`config.mk`:
```
export PLATFORM = sky130hd
export DESIGN_NAME = ahb_sram_ctrl
export DESIGN_NICKNAME = d
export VERILOG_FILES = /design/src/rtl/ahb_defs.sv /design/src/rtl/ahb_lane_dec.sv /design/src/rtl/ahb_sram_ctrl.sv
export SDC_FILE = /design/constraint.sdc
export NUM_CORES = 1
export LEC_CHECK = 0
export CORE_AREA = 2 2 120 122
export CTS_CLUSTER_SIZE = 14
export DETAILED_ROUTE_END_ITERATION = 10
export DIE_AREA = 0 0 122 124
export PLACE_DENSITY = 0.76
export SLEW_MARGIN = 20
export SYNTH_ARGS = -nofsm -noshare
export SYNTH_HDL_FRONTEND = slang
export SYNTH_SLANG_ARGS = --single-unit
```
`constraint.sdc`:
```
create_clock -name clk -period 3.8 [get_ports clk]
set_input_delay 0.57 -clock clk [delete_from_list [all_inputs] [get_ports clk]]
set_output_delay 0.57 -clock clk [all_outputs]
set_load 0.02 [all_outputs]
```
`src/rtl/ahb_defs.sv`:
```
// ahb_defs: shared AHB-Lite transfer/size/response codes, the data-phase
// state encoding of ahb_sram_ctrl and a byte-enable to bit-mask helper.
package ahb_defs;

  localparam logic [1:0] HTRANS_IDLE   = 2'b00;
  localparam logic [1:0] HTRANS_BUSY   = 2'b01;
  localparam logic [1:0] HTRANS_NONSEQ = 2'b10;
  localparam logic [1:0] HTRANS_SEQ    = 2'b11;

  localparam logic [1:0] HSIZE_BYTE = 2'b00;
  localparam logic [1:0] HSIZE_HALF = 2'b01;
  localparam logic [1:0] HSIZE_WORD = 2'b10;

  localparam logic RESP_OKAY = 1'b0;
  localparam logic RESP_ERR  = 1'b1;

  typedef enum logic [2:0] {
    DP_IDLE  = 3'd0,
    DP_READ  = 3'd1,
    DP_WRITE = 3'd2,
    DP_ERR1  = 3'd3,
    DP_ERR2  = 3'd4
  } dp_state_e;

  // Expand a 4-bit byte enable into a 32-bit data mask.
  function automatic logic [31:0] be_to_mask(input logic [3:0] be);
    return {{8{be[3]}}, {8{be[2]}}, {8{be[1]}}, {8{be[0]}}};
  endfunction

endpackage

```
`src/rtl/ahb_lane_dec.sv`:
```
// ahb_lane_dec: maps transfer size and the low address bits to SRAM byte
// enables and flags accesses that are not naturally aligned.
module ahb_lane_dec
  import ahb_defs::*;
(
  input  logic [1:0] size_i,
  input  logic [1:0] addr_lo_i,
  output logic [3:0] be_o,
  output logic       misaligned_o
);

  // Byte-lane selection; address bits below the access size are ignored.
  always_comb begin
    be_o         = 4'b1111;
    misaligned_o = 1'b0;
    case (size_i)
      HSIZE_BYTE: begin
        be_o         = 4'b0001 << addr_lo_i;
        misaligned_o = 1'b0;
      end
      HSIZE_HALF: begin
        be_o         = addr_lo_i[1] ? 4'b1100 : 4'b0011;
        misaligned_o = addr_lo_i[0];
      end
      HSIZE_WORD: begin
        be_o         = 4'b1111;
        misaligned_o = |addr_lo_i;
      end
      default: begin
        be_o         = 4'b1111;
        misaligned_o = |addr_lo_i;
      end
    endcase
  end

endmodule

```
`src/rtl/ahb_sram_ctrl.sv`:
```
// ahb_sram_ctrl: AHB-Lite slave in front of a single-port synchronous SRAM.
// Zero-wait reads, writes posted through a one-entry write buffer (WB) with
// read-after-write forwarding; one wait state only on a port conflict.
// Optional feature macro: AHB_SRAM_RANGE_CHK_EN (window and alignment checks
// with a two-cycle ERROR response).
module ahb_sram_ctrl
  import ahb_defs::*;
#(
  parameter int unsigned ADDR_W    = 14,
  parameter logic [33:0] BASE_ADDR = 34'h0_8000_0000
) (
  input  logic              clk,
  input  logic              rst,
  input  logic              hsel,
  input  logic [33:0]       haddr,
  input  logic              hwrite,
  input  logic [1:0]        hsize,
  input  logic [1:0]        htrans,
  input  logic [2:0]        hburst,
  input  logic [3:0]        hprot,
  input  logic              hmastlock,
  input  logic [31:0]       hwdata,
  input  logic              hready,
  output logic              hreadyout,
  output logic              hresp,
  output logic [31:0]       hrdata,
  output logic              sram_cs,
  output logic              sram_we,
  output logic [3:0]        sram_be,
  output logic [ADDR_W-1:0] sram_addr,
  output logic [31:0]       sram_wdata,
  input  logic [31:0]       sram_rdata
);

  dp_state_e         dp_q, dp_d;
  logic [ADDR_W-1:0] wr_addr_q, wr_addr_d;
  logic [3:0]        wr_be_q, wr_be_d;
  logic              wb_valid_q, wb_valid_d;
  logic [ADDR_W-1:0] wb_addr_q, wb_addr_d;
  logic [3:0]        wb_be_q, wb_be_d;
  logic [31:0]       wb_data_q, wb_data_d;
  logic [3:0]        fwd_be_q, fwd_be_d;
  logic [31:0]       fwd_data_q, fwd_data_d;

  logic [ADDR_W-1:0] addr_word_s;
  logic [3:0]        lane_be_s;
  logic [31:0]       fwd_mask_s;
  logic              misaligned_s, err_s, accept_s, rd_accept_s, wr_accept_s;
  logic              wait_s, drain_s, wb_fill_s;

  assign addr_word_s = haddr[ADDR_W+1:2];
  assign fwd_mask_s  = be_to_mask(fwd_be_q);

  ahb_lane_dec u_lane_dec (
    .size_i       (hsize),
    .addr_lo_i    (haddr[1:0]),
    .be_o         (lane_be_s),
    .misaligned_o (misaligned_s)
  );

`ifdef AHB_SRAM_RANGE_CHK_EN
  localparam logic [34:0] WIN_LO = {1'b0, BASE_ADDR};
  localparam logic [34:0] WIN_HI = WIN_LO + (35'd4 << ADDR_W);
  logic [34:0] haddr_ext_s;
  logic        unused_ok;
  assign haddr_ext_s = {1'b0, haddr};
  assign err_s       = (haddr_ext_s < WIN_LO) | (haddr_ext_s >= WIN_HI) | misaligned_s;
  assign unused_ok   = ^{hburst, hprot, hmastlock};
`else
  // Upper address bits alias; no error responses are ever produced.
  logic unused_ok;
  assign err_s     = 1'b0;
  assign unused_ok = ^{hburst, hprot, hmastlock, haddr[33:ADDR_W+2], misaligned_s, BASE_ADDR};
`endif

  // The controller is held quiet while reset is asserted.
  assign accept_s    = hsel & hready & htrans[1] & ~rst;
  assign rd_accept_s = accept_s & ~hwrite & ~err_s;
  assign wr_accept_s = accept_s & hwrite & ~err_s;
  // Stall is derived without hready so the bus has no combinational loop.
  assign wait_s      = (dp_q == DP_WRITE) & wb_valid_q & hsel & htrans[1] & ~hwrite;
  // A read owns the port; the WB drains on any other cycle.
  assign drain_s     = wb_valid_q & ~rd_accept_s & ~rst;
  assign wb_fill_s   = (dp_q == DP_WRITE) & ~wait_s;

  // Bus handshake and response driven from the data-phase state.
  always_comb begin
    hreadyout = 1'b1;
    hresp     = RESP_OKAY;
    case (dp_q)
      DP_WRITE: hreadyout = ~wait_s;
      DP_ERR1: begin
        hreadyout = 1'b0;
        hresp     = RESP_ERR;
      end
      DP_ERR2: begin
        hreadyout = 1'b1;
        hresp     = RESP_ERR;
      end
      default: begin
        hreadyout = 1'b1;
        hresp     = RESP_OKAY;
      end
    endcase
  end

  // Read data: SRAM word with forwarded bytes from a not-yet-written store merged in.
  always_comb begin
    if (dp_q == DP_READ) begin
      hrdata = (sram_rdata & ~fwd_mask_s) | (fwd_data_q & fwd_mask_s);
    end else begin
      hrdata = 32'h0;
    end
  end

  // SRAM port arbitration: accepted read first, otherwise WB drain.
  always_comb begin
    sram_wdata = wb_data_q;
    if (rd_accept_s) begin
      sram_cs   = 1'b1;
      sram_we   = 1'b0;
      sram_addr = addr_word_s;
      sram_be   = lane_be_s;
    end else if (drain_s) begin
      sram_cs   = 1'b1;
      sram_we   = 1'b1;
      sram_addr = wb_addr_q;
      sram_be   = wb_be_q;
    end else begin
      sram_cs   = 1'b0;
      sram_we   = 1'b0;
      sram_addr = wb_addr_q;
      sram_be   = 4'b0000;
    end
  end

  // Next-state computation for the data-phase FSM, write latch, WB and forward path.
  always_comb begin
    dp_d       = dp_q;
    wr_addr_d  = wr_addr_q;
    wr_be_d    = wr_be_q;
    wb_valid_d = wb_valid_q;
    wb_addr_d  = wb_addr_q;
    wb_be_d    = wb_be_q;
    wb_data_d  = wb_data_q;
    fwd_be_d   = fwd_be_q;
    fwd_data_d = fwd_data_q;

    if (dp_q == DP_ERR1) begin
      dp_d = DP_ERR2;
    end else if (wait_s) begin
      dp_d = DP_WRITE;
    end else if (accept_s) begin
      if (err_s) begin
        dp_d = DP_ERR1;
      end else if (hwrite) begin
        dp_d = DP_WRITE;
      end else begin
        dp_d = DP_READ;
      end
    end else begin
      dp_d = DP_IDLE;
    end

    if (wr_accept_s) begin
      wr_addr_d = addr_word_s;
      wr_be_d   = lane_be_s;
    end else begin
      wr_addr_d = wr_addr_q;
      wr_be_d   = wr_be_q;
    end

    // Youngest store wins: the write in its data phase, then the WB.
    if (rd_accept_s) begin
      if ((dp_q == DP_WRITE) && (wr_addr_q == addr_word_s)) begin
        fwd_be_d   = wr_be_q;
        fwd_data_d = hwdata;
      end else if (wb_valid_q && (wb_addr_q == addr_word_s)) begin
        fwd_be_d   = wb_be_q;
        fwd_data_d = wb_data_q;
      end else begin
        fwd_be_d   = 4'b0000;
        fwd_data_d = 32'h0;
      end
    end else begin
      fwd_be_d   = fwd_be_q;
      fwd_data_d = fwd_data_q;
    end

    // Refill only into an empty or simultaneously draining buffer.
    if (wb_fill_s && (!wb_valid_q || drain_s)) begin
      wb_valid_d = 1'b1;
      wb_addr_d  = wr_addr_q;
      wb_be_d    = wr_be_q;
      wb_data_d  = hwdata;
    end else if (drain_s) begin
      wb_valid_d = 1'b0;
    end else begin
      wb_valid_d = wb_valid_q;
    end
  end

  // State registers; reset drops any pending buffered write.
  always_ff @(posedge clk or posedge rst) begin
    if (rst) begin
      dp_q       <= DP_IDLE;
      wr_addr_q  <= '0;
      wr_be_q    <= 4'b0000;
      wb_valid_q <= 1'b0;
      wb_addr_q  <= '0;
      wb_be_q    <= 4'b0000;
      wb_data_q  <= 32'h0;
      fwd_be_q   <= 4'b0000;
      fwd_data_q <= 32'h0;
    end else begin
      dp_q       <= dp_d;
      wr_addr_q  <= wr_addr_d;
      wr_be_q    <= wr_be_d;
      wb_valid_q <= wb_valid_d;
      wb_addr_q  <= wb_addr_d;
      wb_be_q    <= wb_be_d;
      wb_data_q  <= wb_data_d;
      fwd_be_q   <= fwd_be_d;
      fwd_data_q <= fwd_data_d;
    end
  end

endmodule

```
Word-level counts from Yosys, hierarchy flattened
Cells that the tools add are included.
{ "classes": {"n_eq_ne": 7, "n_shift": 1, "mux": 21, "bitwise": 20, "reduce_logical": 8} }
{ "op_table": {"columns": ["operator", "n"], "rows": [
  ["32-bit two-way mux", 3],
  ["32-bit AND", 2],
  ["32-bit inverter", 1],
  ["32-bit bitwise OR", 1],
  ["14-bit equality test", 2],
  ["4-bit two-way mux", 5],
  ["14-bit two-way mux", 1],
  ["1-bit AND", 12],
  ["3-bit two-way mux", 3],
  ["4-bit one-hot mux with 2 select lines", 1],
  ["3-bit by 2-bit equality test with 1-bit output (second input constant)", 2],
  ["1-bit two-way mux", 6],
  ["1-bit inverter", 4],
  ["1-bit by 2-bit left shift with 4-bit output (first input constant)", 1],
  ["3-bit by 1-bit equality test with 1-bit output (second input constant)", 1],
  ["3-bit equality test (second input constant)", 1],
  ["1-bit logical AND", 3],
  ["2-bit by 1-bit equality test with 1-bit output (second input constant)", 1],
  ["2-bit logical NOT", 1],
  ["2-bit two-way mux", 1],
  ["1-bit one-hot mux with 2 select lines", 1],
  ["2-bit nonzero test", 1],
  ["2-bit OR reduction", 1],
  ["1-bit logical NOT", 1],
  ["1-bit logical OR", 1]
]} }
{ "totals": {"register_bits": 108, "out_inout_bits": 86, "wordCells": 66} }

Logic depth before layout (Yosys ltp)
{ "depth": {"ltp_word": 10, "depth_mapped": 8} }

Modules after synthesis
A second synthesis with hierarchy kept.
{ "unflattened": {"cells_unflattened": 543, "hier_area_um2": 5565.3} }
{ "by_module_without_submodules": {"columns": ["module", "instances", "cells_per_inst", "area_per_inst_um2"], "rows": [
  ["ahb_sram_ctrl", 1, 533, 5509.0],
  ["ahb_lane_dec", 1, 10, 56.3]
]} }

Least setup slack after synthesis
OpenSTA, ideal clock, no wires.
{ "synth_path": {"kind": "input to output", "startpoint": "in rst", "endpoint": "out sram_be[0]", "t_arrival_ns": 3.884, "path_slack_ns": -0.654, "path_stages": 5, "n_path_buf": 0, "cell_sequence": "inv_1 > nand2_1 > nor2_1 > nand2_1 > o21ai_0"} }
{ "synth_between": {"elab_chain_len": 8} }
{ "synth_lines": {"columns": ["item", "line_no", "source"], "rows": [
  ["start: declaration", "ahb_sram_ctrl.sv:13", "input logic rst,"],
  ["1-bit inverter (*)", "ahb_sram_ctrl.sv:77, ahb_sram_ctrl.sv:83", null],
  ["1-bit AND", "ahb_sram_ctrl.sv:77", "assign accept_s = hsel & hready & htrans[1] & ~rst;"],
  ["1-bit AND", "ahb_sram_ctrl.sv:78", "assign rd_accept_s = accept_s & ~hwrite & ~err_s;"],
  ["1-bit inverter", "ahb_sram_ctrl.sv:83", "assign drain_s = wb_valid_q & ~rd_accept_s & ~rst;"],
  ["1-bit AND (2 in a row)", "ahb_sram_ctrl.sv:83", null],
  ["4-bit two-way mux", "ahb_sram_ctrl.sv:124", "end else if (drain_s) begin"],
  ["4-bit two-way mux (*)", "ahb_sram_ctrl.sv:119", "if (rd_accept_s) begin"],
  ["end: declaration", "ahb_sram_ctrl.sv:29", "output logic [3:0] sram_be,"]
]} }
Mark *: on every way between the ends. The rest lies on a longest branch, timed or not.

Worst setup path in the final report
{ "layout_path": {"startpoint": "in rst", "endpoint": "out sram_addr[1]"} }
{ "layout_between": {"elab_chain_len": 4} }
{ "layout_lines": {"columns": ["item", "line_no", "source"], "rows": [
  ["1-bit inverter", "ahb_sram_ctrl.sv:77", null],
  ["1-bit AND", "ahb_sram_ctrl.sv:77", null],
  ["1-bit AND", "ahb_sram_ctrl.sv:78", null],
  ["14-bit two-way mux", "ahb_sram_ctrl.sv:119", null],
  ["end: declaration", "ahb_sram_ctrl.sv:30", "output logic [ADDR_W-1:0] sram_addr,"]
]} }
No other way between the ends.

==> reports/qor.yml <==
run_status:
  outcome: "finished, final reports clean"
worst_setup_path:
  path_class: "input pin to output port"
  cpLargestDelayFamily: "buffers and inverters"
  cp_data_required_time_ns: 3.23
  start_kind: "input pin"
  critPathArrivalTime_ns: 2.84
  crit_fanout: 51
  cpPeakStageDelay_ns: 0.60
  critPathSlowestCell: "clkdlybuf4s50_1"
  path_cells: "clkdlybuf4s50_1 -> and3b_1 -> and2_2 -> buf_4 -> nand2_1 -> nand2_1 -> clkdlybuf4s50_1"
  critical_path_buf_inv_count: 3
  cp-end-kind: "output port"
timing:
  fin_skew_ns: 0.00817
  hold_ws_ns: 0.501
  worst_pin_slew_ns: 0.757
  fmax_mhz: 293
  fin_crit_ns: 3.41
  slew_violations: 0
  setup_violations: 0
  final_hold_viol_count: 0
  tns_ns: 0
  min_period_over_period: 0.898
  relSlewSlack: 0.495
  grt_setup_unrepaired: "no"
layout:
  fillerInstances: 1204
  drive_above_1_share: 0.112
  mostFrequentLayoutCell: "clkdlybuf4s50_1"
  area_growth_pct: 38.7
  antennaDiodeCount: 0
  mostFrequentLayoutCells: "173 x clkdlybuf4s50_1, 122 x nand2_1, 108 x dfrtp_1"
  nNetsFinal: 828
detailed_routing:
  totalWireLength_um: 14700
  via_per_inst: 5.14
  drc: 0
  drt_pass1_iterations: 4
  vias: 4607
  post_drt_wl_per_cell_um: 16.4
  antenna_left: 0
  drt_iter0_markers: 211
clocking:
  htreeDepth: 3
  clk_path_buf_depth: 2
  cts_tree: "done"
  numCtsBuffers: 9
  path_clk_slew_ns: 0.07
  clock_latency_ns: 0.35
  ctsHoldBuffers: 0
  cts_resized: 0
  cts_root_buf: "clkbuf_16"
  cts_setup_buffers: 0
  clock-sinks: 108
floorplan:
  io_pins: 201
  die_area_sq_um: 15100
  die_w_um: 122
  start_util: 0.406
  core-area_sq_um: 13700
  die_h_um: 124
  std_cell_rows: 43
grt:
  grt_pass1_vias: 4750
  grt_max_degree: 59
  grt_remaining_overflow: 0
  top_usage_layer: "met2"
  grt_util_met3: 0.0357
  antenna_found_initial: 0
  grt_pass1_wl_um: 23200
  track_usage: 0.198
  grt_use_met2: 0.365
  use_met1: 0.231
synth:
  seq_area_frac_synth: 0.485
  syn-cell-area_sq_um: 5570
  yosysWarnings: 0
  synth_seq_cells: 108
  syn_area_per_cell_sq_um: 10.1
  synth.distinct_cells: 32
  synth_fp_nets: 665
  synthCells: 550
placement:
  io_buffers: 173
  place_hpwl_um: 10200
  gp_congestion: 0.797
run:
  maxCapViolCount: 0
pwr:
  p_int_mw: 2.35
  power.leakage_nw: 3.45
  power.net_switching_mw: 0.998
  seqPwrFrac: 0.449
  power_frac_clock: 0.272
  p_per_area_nw_per_um2: 433
  p_sw_frac: 0.298
  finalPower_mw: 3.34
  ir_worst_vdd_mv: 0.283
  power_frac_comb: 0.279
hold_path:
  worstHoldPathType: "flip-flop to flip-flop"
[layout make-up]
class	count	area, sq um	area share
Multi-Input combinational cell	405	2680	0.346
Clock buffer	12	236	0.0306
Clock inverter	2	37.5	0.00486
Inverter	2	11.3	0.00146
Timing Repair Buffer	187	1840	0.238
Tap cell	180	225	0.0291
Sequential cell	108	2700	0.350
[kinds of logic after synthesis]
kind of cell | share of synthesized area
AOI/OAI and AO/OA | 0.0952
xor gates and xnor gates | 0.0440
buffers and inverters | 0.0364
DFF | 0.485
muxes | 0.187
and+or+nand+nor | 0.152
[metrics by stage]
step	setup slack [ns]	cell area, sq um	cells	util
6_report	0.386	7730	896	0.563
5_1_grt	0.238	7730	896	0.563
4_1_cts	0.369	7730	896	0.563
3_5_place_dp	0.380	7450	882	0.543
3_3_place_gp	0.405	7450	882	0.543
2_1_floorplan	0.326	5570	550	-
[path summary, 6_finish.rpt]
check / slack (ns) / cells past startpoint / to / start
min in group asynchronous: 0.84 / 3 / wb_valid_q / rst
hold / removal: 0.50 / 1 / fwd_data_q[6] / sram_wdata[6]
max in group asynchronous: 1.74 / 4 / fwd_data_q[10] / rst
hold reg to reg: 0.50 / 1 / fwd_data_q[6] / sram_wdata[6]
setup / recovery: 0.39 / 7 / sram_addr[1] / rst
setup reg to reg: 1.41 / 6 / fwd_data_q[3] / dp_q[0]
[cells in the mapped netlist]
library cell	number	area share
nand2_1	123	0.083
dfrtp_1	108	0.49
nor2_1	46	0.031
o21ai_0	40	0.036
mux2_2	38	0.077
mux2i_1	32	0.058
a21o_1	31	0.042
mux2_1	26	0.053
xor2_1	25	0.039
clkbuf_1	21	0.014
buf_6	8	0.016
a21o_2	6	0.0094
a21oi_1	6	0.0054
nor4_1	5	0.0056
nor3_1	4	0.0036
buf_1	3	0.0020
buf_2	3	0.0027
nor4_2	3	0.0067
xnor2_1	3	0.0047
and3b_1	2	0.0031
inv_1	2	0.0013
nand2b_1	2	0.0022
nand3_1	2	0.0018
nand4_1	2	0.0022
nor2b_1	2	0.0022
and2_1	1	0.0011
and3_1	1	0.0011
nand4_2	1	0.0022
nor4b_4	1	0.0043
o21ai_1	1	0.00090
o21ba_2	1	0.0018
or3b_4	1	0.0020
[flip-flops by register name, indices dropped and copies added (netlist names)]
register / cells
dp_q: 3
fwd_be_q: 4
fwd_data_q: 32
sram_wdata: 32
wb_addr_q: 14
wb_be_q: 4
wb_valid_q: 1
wr_addr_q: 14
wr_be_q: 4
[routing by layer]
metal / vias up / wire length [um]
met4: 0 / 181
met3: 14 / 789
met2: 134 / 7520
li1: 2178 / -
met1: 2281 / 6240
met5: - / 0
[power groups by stage]
stage | combinational (mW) | clock, mW | sequential (mW)
floorplan | 0.382 | 0 | 1.59
global route | 1.00 | 0.976 | 1.53
detailed placement | 0.940 | 0 | 1.52
finish | 0.934 | 0.910 | 1.50
global placement | 0.921 | 0 | 1.50
CTS | 0.945 | 0.932 | 1.50
No activity file was read; power rests on OpenSTA's default activity.
